$ cat config.mk
export PLATFORM = sky130hd
export DESIGN_NAME = fetch_pc_unit_flat
export DESIGN_NICKNAME = d
export VERILOG_FILES = /design/src/rtl/fetch_pc_unit_pkg.sv /design/src/rtl/fetch_pc_unit_if.sv /design/src/rtl/fetch_pc_unit_pred_queue.sv /design/src/rtl/fetch_pc_unit.sv /design/src/flat_wrapper.sv
export SDC_FILE = /design/constraint.sdc
export NUM_CORES = 1
export LEC_CHECK = 0
export CORE_ASPECT_RATIO = 1.75
export CORE_MARGIN = 2
export CORE_UTILIZATION = 26
export DETAILED_ROUTE_END_ITERATION = 10
export PLACE_DENSITY = 0.52
export SLEW_MARGIN = 10
export SYNTH_ARGS = -nofsm -noshare
export SYNTH_HDL_FRONTEND = slang
export SYNTH_SLANG_ARGS = --single-unit
$ cat constraint.sdc
create_clock -name clk -period 18.8 [get_ports clk]
set_clock_uncertainty 0.15 [all_clocks]
set_input_delay 3.76 -clock clk [delete_from_list [all_inputs] [get_ports clk]]
set_output_delay 3.76 -clock clk [all_outputs]
set_load 0.01 [all_outputs]
$ cat src/rtl/fetch_pc_unit_pkg.sv
`default_nettype none
// ============================================================================
// Module      : fetch_pkg
// Description : Shared types and constants for the fetch PC unit.
// Revision    : 1.0 - initial release
// ============================================================================
package fetch_pkg;

    // One in-flight branch prediction, kept until the branch resolves
    typedef struct packed {
        logic        taken;
        logic [31:0] fallthrough;
        logic [31:0] target;
    } pred_entry_t;

    typedef enum logic [0:0] {
        RUN   = 1'b0,
        FLUSH = 1'b1
    } fetch_state_t;

    localparam int          BRANCH_OPC_MIN = 4;
    localparam int          BRANCH_OPC_MAX = 7;
    localparam logic [31:0] PC_STEP        = 32'd4;

endpackage
`default_nettype wire

$ cat src/rtl/fetch_pc_unit_if.sv
`default_nettype none
// ============================================================================
// Module      : fetch_pc_unit_if
// Description : Fetch-side bus: BHT lookup results, branch resolution from
//               decode/execute, and the PC/flush/status outputs.
// Revision    : 1.0 - initial release
// ============================================================================
interface fetch_pc_unit_if;

    logic        stall;
    logic        fetch_is_branch;
    logic        pred_hit;
    logic        prediction;
    logic [31:0] targetpc;
    logic        resolve_valid;
    logic        resolve_taken;
    logic [31:0] resolve_target;
    logic [31:0] pc;
    logic [3:0]  index;
    logic        flush;
    logic        q_full;
    logic [15:0] mispredict_count;

    // Environment side: drives fetch/resolve inputs, observes PC and status
    modport master (
        output stall, fetch_is_branch, pred_hit, prediction, targetpc,
               resolve_valid, resolve_taken, resolve_target,
        input  pc, index, flush, q_full, mispredict_count
    );

    // Fetch PC unit side
    modport slave (
        input  stall, fetch_is_branch, pred_hit, prediction, targetpc,
               resolve_valid, resolve_taken, resolve_target,
        output pc, index, flush, q_full, mispredict_count
    );

endinterface
`default_nettype wire

$ cat src/rtl/fetch_pc_unit_pred_queue.sv
`default_nettype none
// ============================================================================
// Module      : pred_queue
// Description : In-order FIFO of branch predictions. Pointers carry one extra
//               wrap bit so full and empty are distinguishable. Clear wins
//               over push.
// Revision    : 1.0 - initial release
// ============================================================================
module pred_queue
    import fetch_pkg::*;
#(
    parameter int DEPTH = 4
) (
    input  wire logic        clk,
    input  wire logic        rst,
    input  wire logic        push,
    input  wire logic        pop,
    input  wire logic        clear,
    input  wire pred_entry_t wr_data,
    output logic             full,
    output logic             empty,
    output pred_entry_t      head
);

    localparam int AW = $clog2(DEPTH);

    logic [AW:0]  wr_ptr;
    logic [AW:0]  rd_ptr;
    pred_entry_t  mem [DEPTH];
    logic         do_pop;
    logic         do_push;

    assign empty   = (wr_ptr == rd_ptr);
    assign full    = (wr_ptr[AW] != rd_ptr[AW]) &&
                     (wr_ptr[AW-1:0] == rd_ptr[AW-1:0]);
    assign do_pop  = pop && !empty;
    // A pop in the same cycle frees the slot, so push is legal when full
    assign do_push = push && (!full || do_pop);
    assign head    = mem[rd_ptr[AW-1:0]];

    // Pointer update; clear empties the queue and drops any push
    always_ff @(posedge clk or posedge rst) begin
        if (rst) begin
            wr_ptr <= '0;
            rd_ptr <= '0;
        end else if (clear) begin
            wr_ptr <= '0;
            rd_ptr <= '0;
        end else begin
            if (do_push) wr_ptr <= wr_ptr + (AW+1)'(1);
            if (do_pop)  rd_ptr <= rd_ptr + (AW+1)'(1);
        end
    end

    // Entry storage write
    always_ff @(posedge clk) begin
        if (do_push && !clear) mem[wr_ptr[AW-1:0]] <= wr_data;
    end

endmodule
`default_nettype wire

$ cat src/rtl/fetch_pc_unit.sv
`default_nettype none
// ============================================================================
// Module      : fetch_pc_unit
// Description : Fetch-stage PC generator. Selects next PC from the BHT
//               prediction or PC+4, records branch predictions, checks them
//               against resolved outcomes and redirects with a flush window
//               on a mispredict.
// Revision    : 1.0 - initial release
// ============================================================================
module fetch_pc_unit
    import fetch_pkg::*;
#(
    parameter logic [31:0] RESET_PC     = 32'h0000_0000,
    parameter int          QDEPTH       = 4,
    parameter int          FLUSH_CYCLES = 2
) (
    input  wire logic      clk,
    input  wire logic      rst,
    fetch_pc_unit_if.slave bus
);

    localparam int             FCW        = $clog2(FLUSH_CYCLES + 1);
    localparam logic [FCW-1:0] FLUSH_LOAD = FCW'(FLUSH_CYCLES);
    localparam logic [FCW-1:0] FLUSH_LAST = FCW'(1);

    fetch_state_t   state;
    fetch_state_t   state_next;
    logic [FCW-1:0] flush_cnt;
    logic [FCW-1:0] flush_cnt_next;
    logic           flush_reg;
    logic           flush_d;
    logic           run_active;

    logic [31:0]    pc_reg;
    logic [31:0]    pc_next;
    logic [31:0]    pc_plus4;
    logic [15:0]    mispredict_cnt;

    logic           eff_taken;
    logic           q_full;
    logic           q_empty;
    logic           q_push;
    logic           q_pop;
    pred_entry_t    q_head;
    pred_entry_t    q_wr_data;
    logic           mispredict;
    logic           redirect;
    logic           adv;

    assign eff_taken  = bus.pred_hit & bus.prediction;
    assign pc_plus4   = pc_reg + PC_STEP;

    // Resolves are only consumed while running and when a branch is in flight
    assign q_pop      = bus.resolve_valid && run_active && !q_empty;
    assign mispredict = q_pop &&
                        ((bus.resolve_taken != q_head.taken) ||
                         (bus.resolve_taken && q_head.taken &&
                          (bus.resolve_target != q_head.target)));
    assign redirect   = mispredict;
    assign adv        = !bus.stall && !(q_full && !q_pop) && !redirect;
    assign q_push     = adv && bus.fetch_is_branch;

    // Prediction record for the branch being fetched this cycle
    always_comb begin
        q_wr_data             = '0;
        q_wr_data.taken       = eff_taken;
        q_wr_data.fallthrough = pc_plus4;
        q_wr_data.target      = bus.targetpc;
    end

    pred_queue #(
        .DEPTH (QDEPTH)
    ) u_pred_queue (
        .clk     (clk),
        .rst     (rst),
        .push    (q_push),
        .pop     (q_pop),
        .clear   (redirect),
        .wr_data (q_wr_data),
        .full    (q_full),
        .empty   (q_empty),
        .head    (q_head)
    );

    // Next-PC select: redirect beats stall, queue full and prediction
    always_comb begin
        pc_next = pc_reg;
        if (redirect) begin
            pc_next = bus.resolve_taken ? bus.resolve_target : q_head.fallthrough;
        end else if (adv) begin
            pc_next = (eff_taken && bus.fetch_is_branch) ? bus.targetpc : pc_plus4;
        end
    end

    // PC register
    always_ff @(posedge clk or posedge rst) begin
        if (rst) pc_reg <= RESET_PC;
        else     pc_reg <= pc_next;
    end

    // Saturating mispredict counter
    always_ff @(posedge clk or posedge rst) begin
        if (rst) begin
            mispredict_cnt <= '0;
        end else if (redirect && (mispredict_cnt != 16'hFFFF)) begin
            mispredict_cnt <= mispredict_cnt + 16'd1;
        end
    end

    // FSM state register with flush window counter and registered flush
    always_ff @(posedge clk or posedge rst) begin
        if (rst) begin
            state     <= RUN;
            flush_cnt <= '0;
            flush_reg <= 1'b0;
        end else begin
            state     <= state_next;
            flush_cnt <= flush_cnt_next;
            flush_reg <= flush_d;
        end
    end

    // FSM next state: redirect opens the window, it closes after the last count
    always_comb begin
        state_next     = state;
        flush_cnt_next = flush_cnt;
        case (state)
            RUN: begin
                if (redirect) begin
                    state_next     = FLUSH;
                    flush_cnt_next = FLUSH_LOAD;
                end
            end
            FLUSH: begin
                if (flush_cnt == FLUSH_LAST) begin
                    state_next     = RUN;
                    flush_cnt_next = '0;
                end else begin
                    flush_cnt_next = flush_cnt - FCW'(1);
                end
            end
            default: begin
                state_next     = RUN;
                flush_cnt_next = '0;
            end
        endcase
    end

    // FSM outputs: resolve acceptance now, flush value for the next cycle
    always_comb begin
        run_active = (state == RUN);
        flush_d    = (state_next == FLUSH);
    end

    assign bus.pc               = pc_reg;
    assign bus.index            = {1'b0, pc_reg[4:2]};
    assign bus.flush            = flush_reg;
    assign bus.q_full           = q_full;
    assign bus.mispredict_count = mispredict_cnt;

endmodule
`default_nettype wire
$ cat src/flat_wrapper.sv
// flat-port wrapper written by rule: the top's interface ports become plain ports
module fetch_pc_unit_flat import fetch_pkg::*;
#(
    parameter logic [31:0] RESET_PC     = 32'h0000_0000,
    parameter int          QDEPTH       = 4,
    parameter int          FLUSH_CYCLES = 2
)
  (clk, rst, bus_stall, bus_fetch_is_branch, bus_pred_hit, bus_prediction, bus_targetpc, bus_resolve_valid, bus_resolve_taken, bus_resolve_target, bus_pc, bus_index, bus_flush, bus_q_full, bus_mispredict_count);
  fetch_pc_unit_if bus_i ();
  input  wire logic clk;
  input  wire logic rst;
  input wire logic [$bits(bus_i.stall)-1:0] bus_stall;
  input wire logic [$bits(bus_i.fetch_is_branch)-1:0] bus_fetch_is_branch;
  input wire logic [$bits(bus_i.pred_hit)-1:0] bus_pred_hit;
  input wire logic [$bits(bus_i.prediction)-1:0] bus_prediction;
  input wire logic [$bits(bus_i.targetpc)-1:0] bus_targetpc;
  input wire logic [$bits(bus_i.resolve_valid)-1:0] bus_resolve_valid;
  input wire logic [$bits(bus_i.resolve_taken)-1:0] bus_resolve_taken;
  input wire logic [$bits(bus_i.resolve_target)-1:0] bus_resolve_target;
  output wire logic [$bits(bus_i.pc)-1:0] bus_pc;
  output wire logic [$bits(bus_i.index)-1:0] bus_index;
  output wire logic [$bits(bus_i.flush)-1:0] bus_flush;
  output wire logic [$bits(bus_i.q_full)-1:0] bus_q_full;
  output wire logic [$bits(bus_i.mispredict_count)-1:0] bus_mispredict_count;
  assign bus_i.stall = bus_stall;
  assign bus_i.fetch_is_branch = bus_fetch_is_branch;
  assign bus_i.pred_hit = bus_pred_hit;
  assign bus_i.prediction = bus_prediction;
  assign bus_i.targetpc = bus_targetpc;
  assign bus_i.resolve_valid = bus_resolve_valid;
  assign bus_i.resolve_taken = bus_resolve_taken;
  assign bus_i.resolve_target = bus_resolve_target;
  assign bus_pc = bus_i.pc;
  assign bus_index = bus_i.index;
  assign bus_flush = bus_i.flush;
  assign bus_q_full = bus_i.q_full;
  assign bus_mispredict_count = bus_i.mispredict_count;
  fetch_pc_unit #(.RESET_PC(RESET_PC), .QDEPTH(QDEPTH), .FLUSH_CYCLES(FLUSH_CYCLES)) u_core (.clk(clk), .rst(rst), .bus(bus_i));
endmodule
# After elaboration in Yosys (flattened, before gate mapping)
# Memories as Yosys holds them, arrays and structs flattened.
# Cells that the tools add are included.
[classes]
add_sub_neg = 5
n_eq_ne = 8
muxes = 16
reduce_logical = 26
bitwise_logic = 2
[ops]
columns = ["operator", "n"]
rows = [
  ["$mux 32", 4],
  ["$add 32x3->32 const B", 1],
  ["$ne 32x32->1", 1],
  ["$add 16x1->16 const B", 1],
  ["$ne 16x16->1 const B", 1],
  ["$logic_and 1x1->1", 15],
  ["$mux 3", 4],
  ["$add 3x1->3 const B", 2],
  ["$logic_not 1->1", 6],
  ["$reduce_bool 2->1", 3],
  ["$mux 1", 4],
  ["$mux 2", 2],
  ["$pmux 2 s2", 1],
  ["$eq 3x3->1", 1],
  ["$eq 2x1->1 const B", 1],
  ["$eq 2x2->1", 1],
  ["$logic_or 1x1->1", 2],
  ["$ne 1x1->1", 2],
  ["$ne 2x2->1 const B", 1],
  ["$pmux 1 s2", 1],
  ["$sub 2x1->2 const B", 1],
  ["$and 1x1->1", 1],
  ["$not 1->1", 1],
]
[word_totals]
wordCells = 64
mem_count = 1
register_bits = 57
input_bits = 72
mem_bits_rw = 260
[mem_list]
columns = ["memory", "depth", "width", "rd", "rd_ports_with_merged_regs", "wr", "line", "rtl"]
rows = [
  ["u_core.u_pred_queue.mem", 4, 65, 1, 0, 1, "fetch_pc_unit_pred_queue.sv:29", "pred_entry_t mem [DEPTH];"],
]

# Longest topological paths before layout
[logic_depth]
word_depth = 13
mapped_depth = 12
mapped_depth_nobuf = 9

# Modules after synthesis
# A second synthesis with hierarchy kept.
[hier_totals]
hier_cells = 884
hier_area_um2 = 14258.7
[modules_own_cells]
columns = ["module", "seq_area_each_um2", "n_inst", "cells_each", "area_per_inst_um2"]
rows = [
  ["pred_queue", 7957.6, 1, 397, 9925.8],
  ["fetch_pc_unit", 1276.2, 1, 487, 4332.9],
]

# Least setup slack after synthesis
# Ideal clock, no wire load.
[synth_path]
path_kind = "input -> register"
startpoint = "input port bus_resolve_target[6]"
endpoint = "memory u_core.u_pred_queue.mem[0][0] in the netlist's numbering, enable pin"
arrival_ps = 9697
setup_time_ps = 582
t_required_ps = 18068
cell_stages = 8
n_path_buf = 2
setup_slack_ps = 8371
cell_sequence = "xnor2_1 -> nand4_1 -> nor4_1 -> a21boi_1 -> o21ba_2 -> buf_2 -> buf_2 -> nor3b_1"
[synth_between]
elab_chain_cells = 11
[synth_rtl]
columns = ["element", "line", "rtl"]
rows = [
  ["start: declaration", "flat_wrapper.sv:19", "input wire logic [$bits(bus_i.resolve_target)-1:0] bus_resolve_target;"],
  ["$ne 32x32->1 (*)", "fetch_pc_unit.sv:58", "(bus.resolve_target != q_head.target)));"],
  ["$logic_and 1x1->1 (*)", "fetch_pc_unit.sv:57", "(bus.resolve_taken && q_head.taken &&"],
  ["$logic_or 1x1->1 (*)", "fetch_pc_unit.sv:56", "((bus.resolve_taken != q_head.taken) ||"],
  ["$logic_and 1x1->1 (*)", "fetch_pc_unit.sv:55", "assign mispredict = q_pop &&"],
  ["$logic_not 1->1 (*)", "fetch_pc_unit_pred_queue.sv:57, fetch_pc_unit.sv:60", ""],
  ["$logic_and 1x1->1", "fetch_pc_unit.sv:60", "assign adv = !bus.stall && !(q_full && !q_pop) && !redirect;"],
  ["$logic_and 1x1->1", "fetch_pc_unit.sv:61", "assign q_push = adv && bus.fetch_is_branch;"],
  ["$logic_and 1x1->1", "fetch_pc_unit_pred_queue.sv:38", "assign do_push = push && (!full || do_pop);"],
  ["$logic_and 1x1->1 (*)", "fetch_pc_unit_pred_queue.sv:57", "if (do_push && !clear) mem[wr_ptr[AW-1:0]] <= wr_data;"],
  ["$mux 1 (*)", "fetch_pc_unit_pred_queue.sv:57", ""],
  ["$mux 1 (not written as such) (*)", "fetch_pc_unit_pred_queue.sv:57", ""],
  ["end: declaration", "fetch_pc_unit_pred_queue.sv:29", ""],
]
# Every way passes the cells marked *; elsewhere a longest branch is shown, timed or not.

# Worst setup path after layout
[layout_path]
startpoint = "input port bus_resolve_target[28]"
endpoint = "memory u_core.u_pred_queue.mem[3][46] in the netlist's numbering, enable pin"
# The elaborated chain is that of the path after synthesis.

==> flow_summary.toml <==
[critical_path]
crit_path_end_kind = "register"
startpoint_type = "primary input"
worstReg2RegEnd = "u_core.u_pred_queue.mem[3][46]"
crit_fanout = 43
crit_required_ns = 18.84
ff2ff_path_depth = 9
r2r_slack_ns = 13.07
rr_startpoint = "u_core.u_pred_queue.rd_ptr[0]"
path_class = "in -> reg"
critPathLaunch = "bus_resolve_target[28]"
arrival_ns = 7.57

[grt]
grt_pass1_wl_mm = 56.72
grt_max_degree = 80
grt_usage_pct = 14.09
grt_pass1_vias = 8497
grt-ovfl-total = 0
antenna_found_initial = 0

[sta]
slew_viol_final = 0
fin_setup_tns_ns = 0
setup_slack_ns = 11.27
maxSlewHeadroom_pct = 23.97
setup_viol_count_final = 0
rsz0062_at_grt = "false"
final.period_utilization_pct = 40.04
clock.fmax_mhz = 132.9
worstMarginPinSlew_ns = 1.130
hold_viol = 0
min_period_ns = 7.527

[synth]
synth_cell_types = 54
ys_top_cells_by_area = "edfxtp_1 56%, mux4_2 11%, dfrtp_1 10%"
postSynthCellCount = 872
syn_avg_cell_area_um2 = 15.91
ys.flop_type = "edfxtp_1"
syn_nets = 953
yosysMostFrequentCell = "edfxtp_1"
post-synth-top-area-cell = "edfxtp_1"
synthArstFlopShare_pct = 17.98
ys_seq_area_share_pct = 66.54
synth_edf_count = 260
ys_warn_count = 0
synth-seq-cells = 317
synth_commonest_cells = "260 x edfxtp_1, 65 x mux4_2, 61 x xnor2_1"
synth_top_area_share_pct = 56.26
synth_area_um2 = 13880

[floorplan]
die_w_um = 178.6
top_level_ports = 126
die_area_um2 = 55310
design.core.area_um2 = 53110
row_count = 112
initial_core_util_pct = 26.13
die_y_um = 309.6

[finish]
fin_nets = 1071
seq_area_um2 = 9239
antennaDiodeCount = 0
syn2layout_area_growth_pct = 21.40
final_cells = 1697
multi_input_comb_area_um2 = 4383
largest_reg_flops = 260
layout-drive-gt1-share_pct = 14.81
fillers = 5183

[clocking]
cts_htree_levels = 1
cts_tree = "yes"
ctsLongestPathBuffers = 3
cts-root-buf = "clkbuf_16"
post_cts_buffers = 0
ctsResizeCount = 0
clkSinkCount = 317
clkLatencyLatePin_ns = 0.57
path_clk_slew_ns = 0.07
holdBufCountCts = 0
cts_buffers = 30

[power_and_ir_drop]
vdd_drop_max_mv = 0.06439
p_leak_nw = 5.625
power_w = 0.002355
power_density_nw_per_um2 = 139.8

[detailed_routing]
drc = 0
first_iter_violations = 419
routedWlPerCell_um = 22.95
post_drt_via_cell_ratio = 4.714
drt-total-wl_mm = 38.94
vias = 8000
dr.pass1.iters = 4
ant_nets = 0

[run_status]
outcome = "finished clean"

[placed_design]
dp.cells = 1642
dp_slack_ns = 10.62
dp_hpwl_mm = 25.32
io_buffers = 124
place.gp.congestion = 0.7686

[min_path]
min-delay-start = "u_core.bus.mispredict_count[15]"
hp-class = "reg -> reg"
holdPathStages = 1
worstHoldEndpoint = "u_core.bus.mispredict_count[15]"

[run]
maxCapViolations = 0
-- cell usage in the layout, fill, tap and decap left out, types with 18 or more instances in the layout --
cell             Yosys  layout
dfrtp_1             57      55
nand2_1             59      59
nand3_1             20      20
mux4_2              65      65
nand4_1             18      18
clkdlybuf4s50_1      0     123
edfxtp_1           260     260
xnor2_1             61      61
clkbuf_16            0      31
mux2i_1             35      35
a21oi_1             24      23
nor2_1              45      44
-- power by group --
group	switching, W	internal (W)	leakage [nW]
sequential	0.000120	0.000928	3.07
clock	0.000265	0.000344	0.476
combinational	0.000377	0.000320	2.08
total	0.000762	0.00159	5.63
-- how the worst max path moves through the flow --
stage	cells past startpoint	end	slack, ns
final	8	u_core.u_pred_queue.mem[3][46]	11.27
after global placement	8	u_core.u_pred_queue.mem[3][22]	10.63
after global routing	8	u_core.u_pred_queue.mem[3][46]	11.22
after floorplan	8	u_core.u_pred_queue.mem[0][0]	8.37
after CTS	8	u_core.u_pred_queue.mem[3][21]	11.21
after detailed placement	8	u_core.u_pred_queue.mem[3][12]	10.62
-- stage by stage --
| step | area [µm²] | util (%) | hold slack [ns] |
|---|---|---|---|
| 2_1_floorplan | 13880 | - | 0.3156 |
| 3_5_place_dp | 15870 | 29.88 | 0.3407 |
| 6_report | 16850 | 31.72 | 0.3471 |
| 4_1_cts | 16850 | 31.72 | 0.3545 |
| 3_3_place_gp | 15870 | 29.88 | 0.3325 |
| 5_1_grt | 16850 | 31.72 | 0.3887 |
-- cell type report --
class | instances | area share (%)
tap | 684 | 5.080
inverter | 10 | 0.2228
clock buffer | 42 | 5.087
multi-input combinational | 491 | 26.02
sequential | 317 | 54.84
clock inverter | 13 | 0.7055
timing repair buffer | 140 | 8.051
-- critical path, cell delays in order --
cell             delay [ns]
clkdlybuf4s50_1        0.53
xnor2_1                0.53
nand4_1                0.37
nor4_1                 0.44
a21boi_1               0.20
o21ba_4                0.28
nor2_4                 0.68
buf_4                  0.69
-- logic make-up after synthesis --
group	Yosys count	share of synthesized area [%]
DFF	317	66.54
and+or+nand+nor	193	6.807
muxes	111	13.97
AOI/OAI and AO/OA	101	4.887
xor gates and xnor gates	76	4.797
buffers and inverters	64	2.164
adders and majority gates	9	0.8115
other	1	0.02702
-- layer usage --
metal	global-route usage [%]	wire length (µm)	vias to the layer above	part of all wire (%)
met5	0	0	-	0
met4	5.067	1235	0	3.2
met3	1.973	1650	55	4.2
met2	26.50	21280	209	55
met1	15.99	14770	4133	38
li1	-	-	3603	-
(Power assumes the default switching activity.)
